**config.mk**
```make
export PLATFORM = sky130hd
export DESIGN_NAME = note_correlator
export DESIGN_NICKNAME = d
export VERILOG_FILES = /design/src/rtl/note_correlator_pkg.sv /design/src/rtl/note_template_rom.sv /design/src/rtl/note_correlator.sv
export SDC_FILE = /design/constraint.sdc
export NUM_CORES = 2
export LEC_CHECK = 0
export ABC_AREA = 0
export CAP_MARGIN = 40
export CORE_MARGIN = 2
export CORE_UTILIZATION = 45
export CTS_CLUSTER_SIZE = 28
export DETAILED_ROUTE_END_ITERATION = 8
export SYNTH_ARGS = -nofsm -noshare
export SYNTH_HDL_FRONTEND = slang
export SYNTH_HIERARCHICAL = 1
export SYNTH_SLANG_ARGS = --single-unit
```
**constraint.sdc**
```tcl
create_clock -name clk -period 8.35 [get_ports clk]
set_input_delay 1.67 -clock clk [delete_from_list [all_inputs] [get_ports clk]]
set_output_delay 1.67 -clock clk [all_outputs]
set_load 0.01 [all_outputs]
```
**src/rtl/note_correlator_pkg.sv**
```systemverilog
// Shared constants, engine state encoding and the cosine lookup that builds
// the note templates.
//   N / WIN_LOG2 : correlation window length (64 samples)
//   SAMPLE_W     : signed audio sample width
//   TMPL_W       : signed template coefficient width
//   ACC_W        : MAC accumulator width (12 + 8 + 6 bits, cannot overflow)
//   OUT_W        : correlation magnitude width
//   NUM_NOTES    : number of valid templates
package note_correlator_pkg;
  localparam int WIN_LOG2  = 6;
  localparam int N         = 1 << WIN_LOG2;
  localparam int SAMPLE_W  = 12;
  localparam int TMPL_W    = 8;
  localparam int ACC_W     = 26;
  localparam int OUT_W     = 10;
  localparam int NUM_NOTES = 5;
  localparam int NOTE_W    = 3;

  typedef enum logic [1:0] {
    ST_IDLE   = 2'd0,
    ST_MAC    = 2'd1,
    ST_DRAIN  = 2'd2,
    ST_FINISH = 2'd3
  } eng_state_t;

  // round(127*cos(2*pi*j/64)) for j = 0..16 (first quarter wave)
  function automatic logic signed [TMPL_W-1:0] quarter(input logic [4:0] j);
    case (j)
      5'd0:    quarter = 8'sd127;
      5'd1:    quarter = 8'sd126;
      5'd2:    quarter = 8'sd125;
      5'd3:    quarter = 8'sd122;
      5'd4:    quarter = 8'sd117;
      5'd5:    quarter = 8'sd112;
      5'd6:    quarter = 8'sd106;
      5'd7:    quarter = 8'sd98;
      5'd8:    quarter = 8'sd90;
      5'd9:    quarter = 8'sd81;
      5'd10:   quarter = 8'sd71;
      5'd11:   quarter = 8'sd60;
      5'd12:   quarter = 8'sd49;
      5'd13:   quarter = 8'sd37;
      5'd14:   quarter = 8'sd25;
      5'd15:   quarter = 8'sd12;
      default: quarter = 8'sd0;
    endcase
  endfunction

  // Full 64-point cosine from the quarter table using quadrant symmetry:
  // Q0: T[r]  Q1: -T[16-r]  Q2: -T[r]  Q3: T[16-r]
  function automatic logic signed [TMPL_W-1:0] cos_q(input logic [5:0] ph);
    logic [4:0]               j;
    logic signed [TMPL_W-1:0] m;
    j = ph[4] ? (5'd16 - {1'b0, ph[3:0]}) : {1'b0, ph[3:0]};
    m = quarter(j);
    cos_q = (ph[5] ^ ph[4]) ? -m : m;
  endfunction
endpackage

```
**src/rtl/note_template_rom.sv**
```systemverilog
// Template ROM: NUM_NOTES signed 8-bit cosine templates, note n carrying n
// cycles per window (note 0 is the DC template, all +127). Registered read,
// one cycle latency. Notes >= NUM_NOTES read as zero.
//   clk   : read clock
//   note  : template select
//   index : sample index within the window
//   data  : template[note][index], valid the cycle after the address
module note_template_rom
  import note_correlator_pkg::*;
#(
  parameter int IDX_W = WIN_LOG2
) (
  input  logic                     clk,
  input  logic [NOTE_W-1:0]        note,
  input  logic [IDX_W-1:0]         index,
  output logic signed [TMPL_W-1:0] data
);
  logic [5:0]               phase;
  logic signed [TMPL_W-1:0] rom_val;

  always_comb begin
    // phase on a 64-point circle, independent of the window length
    phase   = 6'(((32'(note) * 32'(index)) << 6) >> IDX_W);
    rom_val = (note < NOTE_W'(NUM_NOTES)) ? cos_q(phase) : '0;
  end

  always_ff @(posedge clk) data <= rom_val;
endmodule

```
**src/rtl/note_correlator.sv**
```systemverilog
// Windowed correlator: ping-pong sample buffers, one filling while the MAC
// engine correlates the other against the selected note template.
//   clk, rst          : clock, async active-high reset
//   sample            : signed audio sample
//   sample_valid      : one-cycle accept strobe
//   note_sel          : template select, latched at MAC start
//   correlation       : saturated |acc| >> OUT_SHIFT, held between pulses
//   correlation_valid : one-cycle pulse per correlated window
//   overrun           : sticky, a completed window was dropped
module note_correlator
  import note_correlator_pkg::*;
#(
  parameter int WIN_LOG2  = 6,
  parameter int OUT_SHIFT = 15
) (
  input  logic                       clk,
  input  logic                       rst,
  input  logic signed [SAMPLE_W-1:0] sample,
  input  logic                       sample_valid,
  input  logic [NOTE_W-1:0]          note_sel,
  output logic [OUT_W-1:0]           correlation,
  output logic                       correlation_valid,
  output logic                       overrun
);
  localparam int NW       = 1 << WIN_LOG2;
  localparam int AW       = SAMPLE_W + TMPL_W + WIN_LOG2;
  localparam int CORR_MAX = (1 << OUT_W) - 1;

  logic signed [SAMPLE_W-1:0] buf0 [NW];
  logic signed [SAMPLE_W-1:0] buf1 [NW];

  logic                        fill_sel;
  logic [WIN_LOG2-1:0]         wr_idx;
  logic                        start_q;
  logic                        wrap, busy, swap;
  eng_state_t                  state, state_nx;
  logic [WIN_LOG2-1:0]         rd_idx;
  logic [NOTE_W-1:0]           note_q;
  logic                        mac_vld;
  logic signed [SAMPLE_W-1:0]  smp_q;
  logic signed [TMPL_W-1:0]    tmpl_q;
  logic signed [SAMPLE_W+TMPL_W-1:0] prod;
  logic signed [AW-1:0]        acc;
  logic [AW-1:0]               mag, scaled;
  logic [OUT_W-1:0]            corr_nx;

  // A window completing while the engine still owns the other buffer (or is
  // about to start on it) is dropped; the fill buffer simply refills from 0.
  assign wrap = sample_valid && (wr_idx == '1);
  assign busy = (state != ST_IDLE) || start_q;
  assign swap = wrap && !busy;

  always_ff @(posedge clk or posedge rst) begin
    if (rst) begin
      fill_sel <= 1'b0;
      wr_idx   <= '0;
      start_q  <= 1'b0;
      overrun  <= 1'b0;
    end else begin
      start_q <= swap;
      if (sample_valid) wr_idx <= wr_idx + 1'b1;
      if (swap) fill_sel <= ~fill_sel;
      if (wrap && busy) overrun <= 1'b1;
    end
  end

  always_ff @(posedge clk) begin
    if (sample_valid) begin
      if (fill_sel) buf1[wr_idx] <= sample;
      else          buf0[wr_idx] <= sample;
    end
  end

  // Engine reads the buffer not being filled; registered to line up with the
  // template ROM's one-cycle read.
  always_ff @(posedge clk) smp_q <= fill_sel ? buf0[rd_idx] : buf1[rd_idx];

  note_template_rom #(.IDX_W(WIN_LOG2)) u_rom (
    .clk   (clk),
    .note  (note_q),
    .index (rd_idx),
    .data  (tmpl_q)
  );

  always_comb begin
    state_nx = state;
    case (state)
      ST_IDLE:   if (start_q) state_nx = ST_MAC;
      ST_MAC:    if (rd_idx == '1) state_nx = ST_DRAIN;
      ST_DRAIN:  state_nx = ST_FINISH;
      ST_FINISH: state_nx = ST_IDLE;
      default:   state_nx = ST_IDLE;
    endcase
  end

  assign prod = smp_q * tmpl_q;

  always_comb begin
    mag    = acc[AW-1] ? AW'(-acc) : AW'(acc);
    scaled = mag >> OUT_SHIFT;
    if (note_q >= NOTE_W'(NUM_NOTES))  corr_nx = '0;
    else if (scaled > AW'(CORR_MAX))   corr_nx = OUT_W'(CORR_MAX);
    else                               corr_nx = scaled[OUT_W-1:0];
  end

  // Address issued in MAC cycle k, operands registered one edge later,
  // accumulated the edge after that; the last product lands as FINISH starts.
  always_ff @(posedge clk or posedge rst) begin
    if (rst) begin
      state             <= ST_IDLE;
      rd_idx            <= '0;
      note_q            <= '0;
      mac_vld           <= 1'b0;
      acc               <= '0;
      correlation       <= '0;
      correlation_valid <= 1'b0;
    end else begin
      state             <= state_nx;
      mac_vld           <= (state == ST_MAC);
      correlation_valid <= (state == ST_FINISH);
      if (state == ST_IDLE && start_q) begin
        note_q <= note_sel;
        rd_idx <= '0;
        acc    <= '0;
      end else if (state == ST_MAC) begin
        rd_idx <= rd_idx + 1'b1;
      end
      if (mac_vld) acc <= acc + AW'(prod);
      if (state == ST_FINISH) correlation <= corr_nx;
    end
  end
endmodule

```
### After elaboration in Yosys (flattened, before gate mapping)

Memory sizes are Yosys's and may differ from the RTL's.
Cells that the tools add are included.

| cells by class | value |
|---|---|
| order comparisons | 3 |
| bitwise gates (word level) | 2 |
| equality and inequality tests | 7 |
| $mul | 2 |
| $add $sub $neg | 6 |
| reductions and logical operators | 11 |
| mux-type cells | 20 |

Operator list:

| cell | count |
|---|---|
| $mux W26 | 3 |
| $add A26 B20 Y26 | 1 |
| $neg A26 Y26 | 1 |
| $mul A12 B8 Y20 | 1 |
| $mux W10 | 2 |
| $mux W8 | 2 |
| $add A6 B1 Y6 const B | 2 |
| $eq A6 B6 Y1 const B | 2 |
| $mux W12 | 1 |
| $mux W6 | 2 |
| $gt A11 B10 Y1 const B | 1 |
| $neg A8 Y8 | 1 |
| $pmux W2 S4 | 1 |
| $mul A3 B6 Y6 | 1 |
| $mux W1 | 6 |
| $reduce_bool A2 Y1 | 3 |
| $mux W5 | 1 |
| $sub A5 B4 Y5 const A | 1 |
| $eq A2 B2 Y1 const B | 2 |
| $logic_and A1 B1 Y1 | 4 |
| $mux W2 | 2 |
| $ne A2 B2 Y1 const B | 2 |
| $ge A3 B3 Y1 const B | 1 |
| $lt A3 B3 Y1 const B | 1 |
| 7 further kinds | 7 |

| word-level totals | value |
|---|---|
| memory bits (writable) | 1536 |
| output and inout bits | 12 |
| bits of input ports | 18 |
| ROM bits | 112 |
| logic and storage cells | 67 |
| memories | 3 |
| register bits after elaboration | 78 |

Memory list:

| memory | depth | bits a word | rd ports | clocked after Yosys merged registers in | wr ports | RTL line | RTL |
|---|---|---|---|---|---|---|---|
| buf0 | 64 | 12 | 1 | 0 | 1 | note_correlator.sv:29 | `logic signed [SAMPLE_W-1:0] buf0 [NW];` |
| buf1 | 64 | 12 | 1 | 0 | 1 | note_correlator.sv:30 | `logic signed [SAMPLE_W-1:0] buf1 [NW];` |
| (no name shown) | 16 | 7 | 1 | 0 | 0 | note_correlator_pkg.sv:28 | `case (j)` |

### Longest topological paths before layout

An unclocked memory read counts as a cell.

| depth | value |
|---|---|
| depth after elaboration | 7 |
| depth in mapped cells | 20 |
| mapped depth without buffers | 19 |

### Modules after synthesis

Netlist, hierarchy kept.

By module, submodules not included:

| module | cells an instance | sequential area each (sq um) | times used | area each (sq um) |
|---|---|---|---|---|
| note_correlator | 3812 | 47815.9 | 1 | 67461.0 |
| note_template_rom | 154 | 160.2 | 1 | 1192.4 |

### Worst setup path before layout

Ideal clock, no wire load.

| timing path | value |
|---|---|
| path type | register to register |
| from | register smp_q[11] |
| to | register acc[18] |
| required time | 8.258 ns |
| path slack | 3.002 ns |
| cell stages (with the launch flop) | 17 |
| arrival time | 5.256 ns |
| setup time | 0.092 ns |
| clock period less this slack | 5.348 ns |
| path buffers | 0 |
| path through | dfxtp_1 -> and2_1 -> inv_1 -> fa_1 -> inv_1 -> fa_1 -> fa_1 -> fa_1 -> ha_1 -> ha_1 -> a211oi_2 -> o21bai_1 -> or3_1 -> o221a_2 -> o21a_1 -> o21a_1 -> o31ai_2 |

| between the ends | value |
|---|---|
| cells in the longest elaborated chain, start to end | 3 |

Ends and longest elaborated chain:

| item | RTL line | RTL |
|---|---|---|
| start: declaration | note_correlator.sv:40 | `logic signed [SAMPLE_W-1:0] smp_q;` |
| start signal: assignment | note_correlator.sv:76 | `always_ff @(posedge clk) smp_q <= fill_sel ? buf0[rd_idx] : buf1[rd_idx];` |
| $mul A12 B8 Y20 | note_correlator.sv:96 | `assign prod = smp_q * tmpl_q;` |
| $add A26 B20 Y26 | note_correlator.sv:128 | `if (mac_vld) acc <= acc + AW'(prod);` |
| $mux W26 | note_correlator.sv:128 |  |
| end signal: assignment | note_correlator.sv:128 |  |
| end: declaration | note_correlator.sv:43 | `logic signed [AW-1:0] acc;` |

Every way passes these cells.
A chain may end at the register's enable or synchronous reset.

### Worst setup path after layout

| timing path | value |
|---|---|
| from | register u_rom.data[1] |
| to | register acc[19] |

| between the ends | value |
|---|---|
| cells in the longest elaborated chain, start to end | 3 |

Ends and longest elaborated chain:

| item | RTL line | RTL |
|---|---|---|
| start: declaration | note_template_rom.sv:16 | `output logic signed [TMPL_W-1:0] data` |
| start signal: assignment | note_template_rom.sv:27 | `always_ff @(posedge clk) data <= rom_val;` |
| $mul A12 B8 Y20 | note_correlator.sv:96 |  |
| $add A26 B20 Y26 | note_correlator.sv:128 |  |
| $mux W26 | note_correlator.sv:128 |  |

Every way passes these cells.

==> results_dict.tcl <==
set metrics [dict create \
    layout-drive-gt1-share_pct 15.5 \
    rsz0062_at_grt "no" \
    vias 36600 \
    ctsHoldBuffers 0 \
    syn-num-nets 4187 \
    maxSlewHeadroom_pct 33.5 \
    wl_per_cell_um 26.6 \
    core_area_sq_um 152000 \
    drt_iter0_drc 3342 \
    syn_area_per_cell_sq_um 17.3 \
    io_buffers 29 \
    ys_types 78 \
    grtUsageTotal_pct 21.6 \
    dp_hpwl_mm 104 \
    post_cts_resized 0 \
    synth_top_flop_cell "edfxtp_1" \
    nets 4344 \
    slowest_stage "and2_1" \
    yosysSeqAreaShare_pct 69.9 \
    synthCells 3966 \
    synth_top_area_share_pct 67.2 \
    grt_pass1_wl_mm 249 \
    grt_antenna_before_repair 7 \
    cp-end-kind "register" \
    critPathMaxFanout 14 \
    clock-root-buffer "clkbuf_16" \
    grt_max_degree 121 \
    vias_per_cell 5.83 \
    slew_violations 0 \
    p_leak_nw 26.7 \
    routed_wl_mm 167 \
    gp_congestion 0.840 \
    yosysTopAreaCell "edfxtp_1" \
    overflow 0 \
    clk_path_buf_depth 3 \
    post-route-drc-count 0 \
    num_rows 143 \
    firstDrtPassIters 5 \
    synth_area_leaders "edfxtp_1 (67%), mux4_2 (6.3%), mux2i_1 (5.6%)" \
    ant_nets 0 \
    cpMostUsedCell "fa_1" \
    path_class "register to register" \
    htreeDepth 4 \
    fin_crit_ps 5860 \
    ir_worst_vdd_mv 0.485 \
    min_path_type "register to register" \
    worst_slew_pin_slew_ps 997 \
    drv_cap 0 \
    fin_crit_sh_pct 70.1 \
    die_x_um 395 \
    synth_warnings 6 \
    cts_made_buffers 166 \
    layout_common_cells "edfxtp_1 (1536), mux2i_1 (385), o221ai_1 (219)" \
    syn_to_final_growth_pct 13.1 \
    netlist_area_sq_um 68700 \
    fin_skew_ps 51.7 \
    synth-edff-count 1536 \
    multi_input_area_sq_um 19200 \
    cts.clk_slew.worst_paths_ps 50 \
    setup_viol 0 \
    insertion_delay_ps 810 \
    status "complete, no violations" \
    p_per_area_nw_per_um2 329 \
    worst-endpoint-arrival_ps 6480 \
    cp-start-kind "register" \
    max_stage_delay_ps 700 \
    path_cells "and2_1 > fa_1 > fa_1 > fa_1 > fa_1 > ha_1 > ha_1 > o21ai_0 > o21bai_1 > a2111oi_0 > o21ai_0 > a31oi_1 > xor2_1 > o21ai_1" \
    synth_seq_cells 1614 \
    hold_viol 0 \
    post-cts-setup-buffer-count 0 \
    die_area_sq_um 156000 \
    fin_tns_setup_ps 0 \
    crit_required_ps 8980 \
    cts_tree "yes" \
    die_h_um 395 \
    fmax_mhz 171 \
    io_pins 30 \
    grt_pass1_vias 36400 \
    p_total_mw 25.6 \
    register_area_sq_um 48000 \
    layout_commonest_cell "edfxtp_1" \
    regToRegSetupSlack_ps 2490 \
    clkSinkCount 1614 \
    synthArstFlopShare_pct 3.59 \
    start_util_pct 45.2 \
    n_fill_cell 12300 \
]
==> power by group <==
part / internal, mW / switching (mW) / leakage, nW
clock: 4.26 / 3.10 / 2.62
sequential: 9.11 / 0.339 / 14.7
combinational: 3.32 / 5.43 / 9.34
==> routing by layer <==
layer	vias to the layer above	wire length, um	GRT usage [%]	part of all wire (%)
met4	4	4780	6.67	2.9
met5	-	26	0	0.016
met3	250	10400	3.60	6.2
li1	16100	-	-	-
met2	1219	79700	34.2	48
met1	19000	72500	30.8	43
==> synth_stat cells (24+ instances only) <==
cell type / count
edfxtp_1: 1536
mux2i_1: 385
o221ai_1: 219
mux4_2: 193
nor2_1: 177
inv_1: 147
clkbuf_1: 143
nand2_1: 139
fa_1: 128
nand3_1: 116
o21ai_0: 88
ha_1: 75
and2_1: 63
buf_2: 63
dfrtp_1: 58
o22ai_1: 57
o211ai_1: 55
xnor2_1: 29
nand4_1: 25
o32ai_1: 24
==> cell families (layout without fill, tap and decap cells) <==
group	Yosys count	after routing	share of synthesized area (%)
other cells	0	2	0
flops	1614	1614	69.9
buf+inv	376	660	2.23
mux	581	581	12.0
xor+xnor	43	43	0.560
fa+ha+maj	203	203	5.10
compound gates	560	560	6.14
simple gates	589	589	4.10
==> worst max-delay path, delay by kind of cell (launching register included) <==
family | cells | cell delay [ps]
xor gates and xnor gates | 1 | 160
DFF | 1 | 560
adders and majority gates | 6 | 2680
and+or+nand+nor | 1 | 700
AOI/OAI and AO/OA | 6 | 1610
==> worst paths after layout <==
| path | start | endpoint | cells after the start |
|---|---|---|---|
| worst max-delay path | u_rom/data[1]$_SDFF_PP0_ | acc[19]$_DFFE_PP0P_ | 14 |
| worst min-delay path | correlation[9]$_DFFE_PP0P_ | correlation[9]$_DFFE_PP0P_ | 2 |
| worst max register to register | u_rom/data[1]$_SDFF_PP0_ | acc[19]$_DFFE_PP0P_ | 14 |
| worst min register to register | correlation[9]$_DFFE_PP0P_ | correlation[9]$_DFFE_PP0P_ | 2 |
| max in group asynchronous | rst | rd_idx[1]$_DFFE_PP0P_ | 4 |
| min in group asynchronous | rst | correlation[6]$_DFFE_PP0P_ | 3 |
==> state kept, by name, summed over array words and instances (netlist names), 2 cells and up <==
name	cells
buf0	768
buf1	768
acc	26
smp_q	12
correlation	10
u_rom/data	8
rd_idx	6
wr_idx	6
note_q	3
state	2
==> final cells by class <==
cell class	count	area share, %
antenna	2	0.00644
clock buffer	195	5.56
multi-input combinational	1976	24.7
clock inverter	100	1.39
tap	2030	3.27
sequential	1614	61.8
inverter	150	0.725
timing repair buffer	215	2.60
==> metrics by stage <==
step / area [sq um] / utilization (%) / hold WS (ps) / cells / setup slack, ps
6_report: 77700 / 51.2 / 523 / 6282 / 2490
3_3_place_gp: 71800 / 47.3 / 517 / 5954 / 2330
4_1_cts: 77700 / 51.2 / 527 / 6279 / 2530
2_1_floorplan: 68700 / - / 457 / 3966 / 3000
5_1_grt: 77700 / 51.2 / 562 / 6281 / 2010
3_5_place_dp: 72300 / 47.6 / 519 / 5984 / 2550
Note: power is estimated with default switching activity, not from simulation.
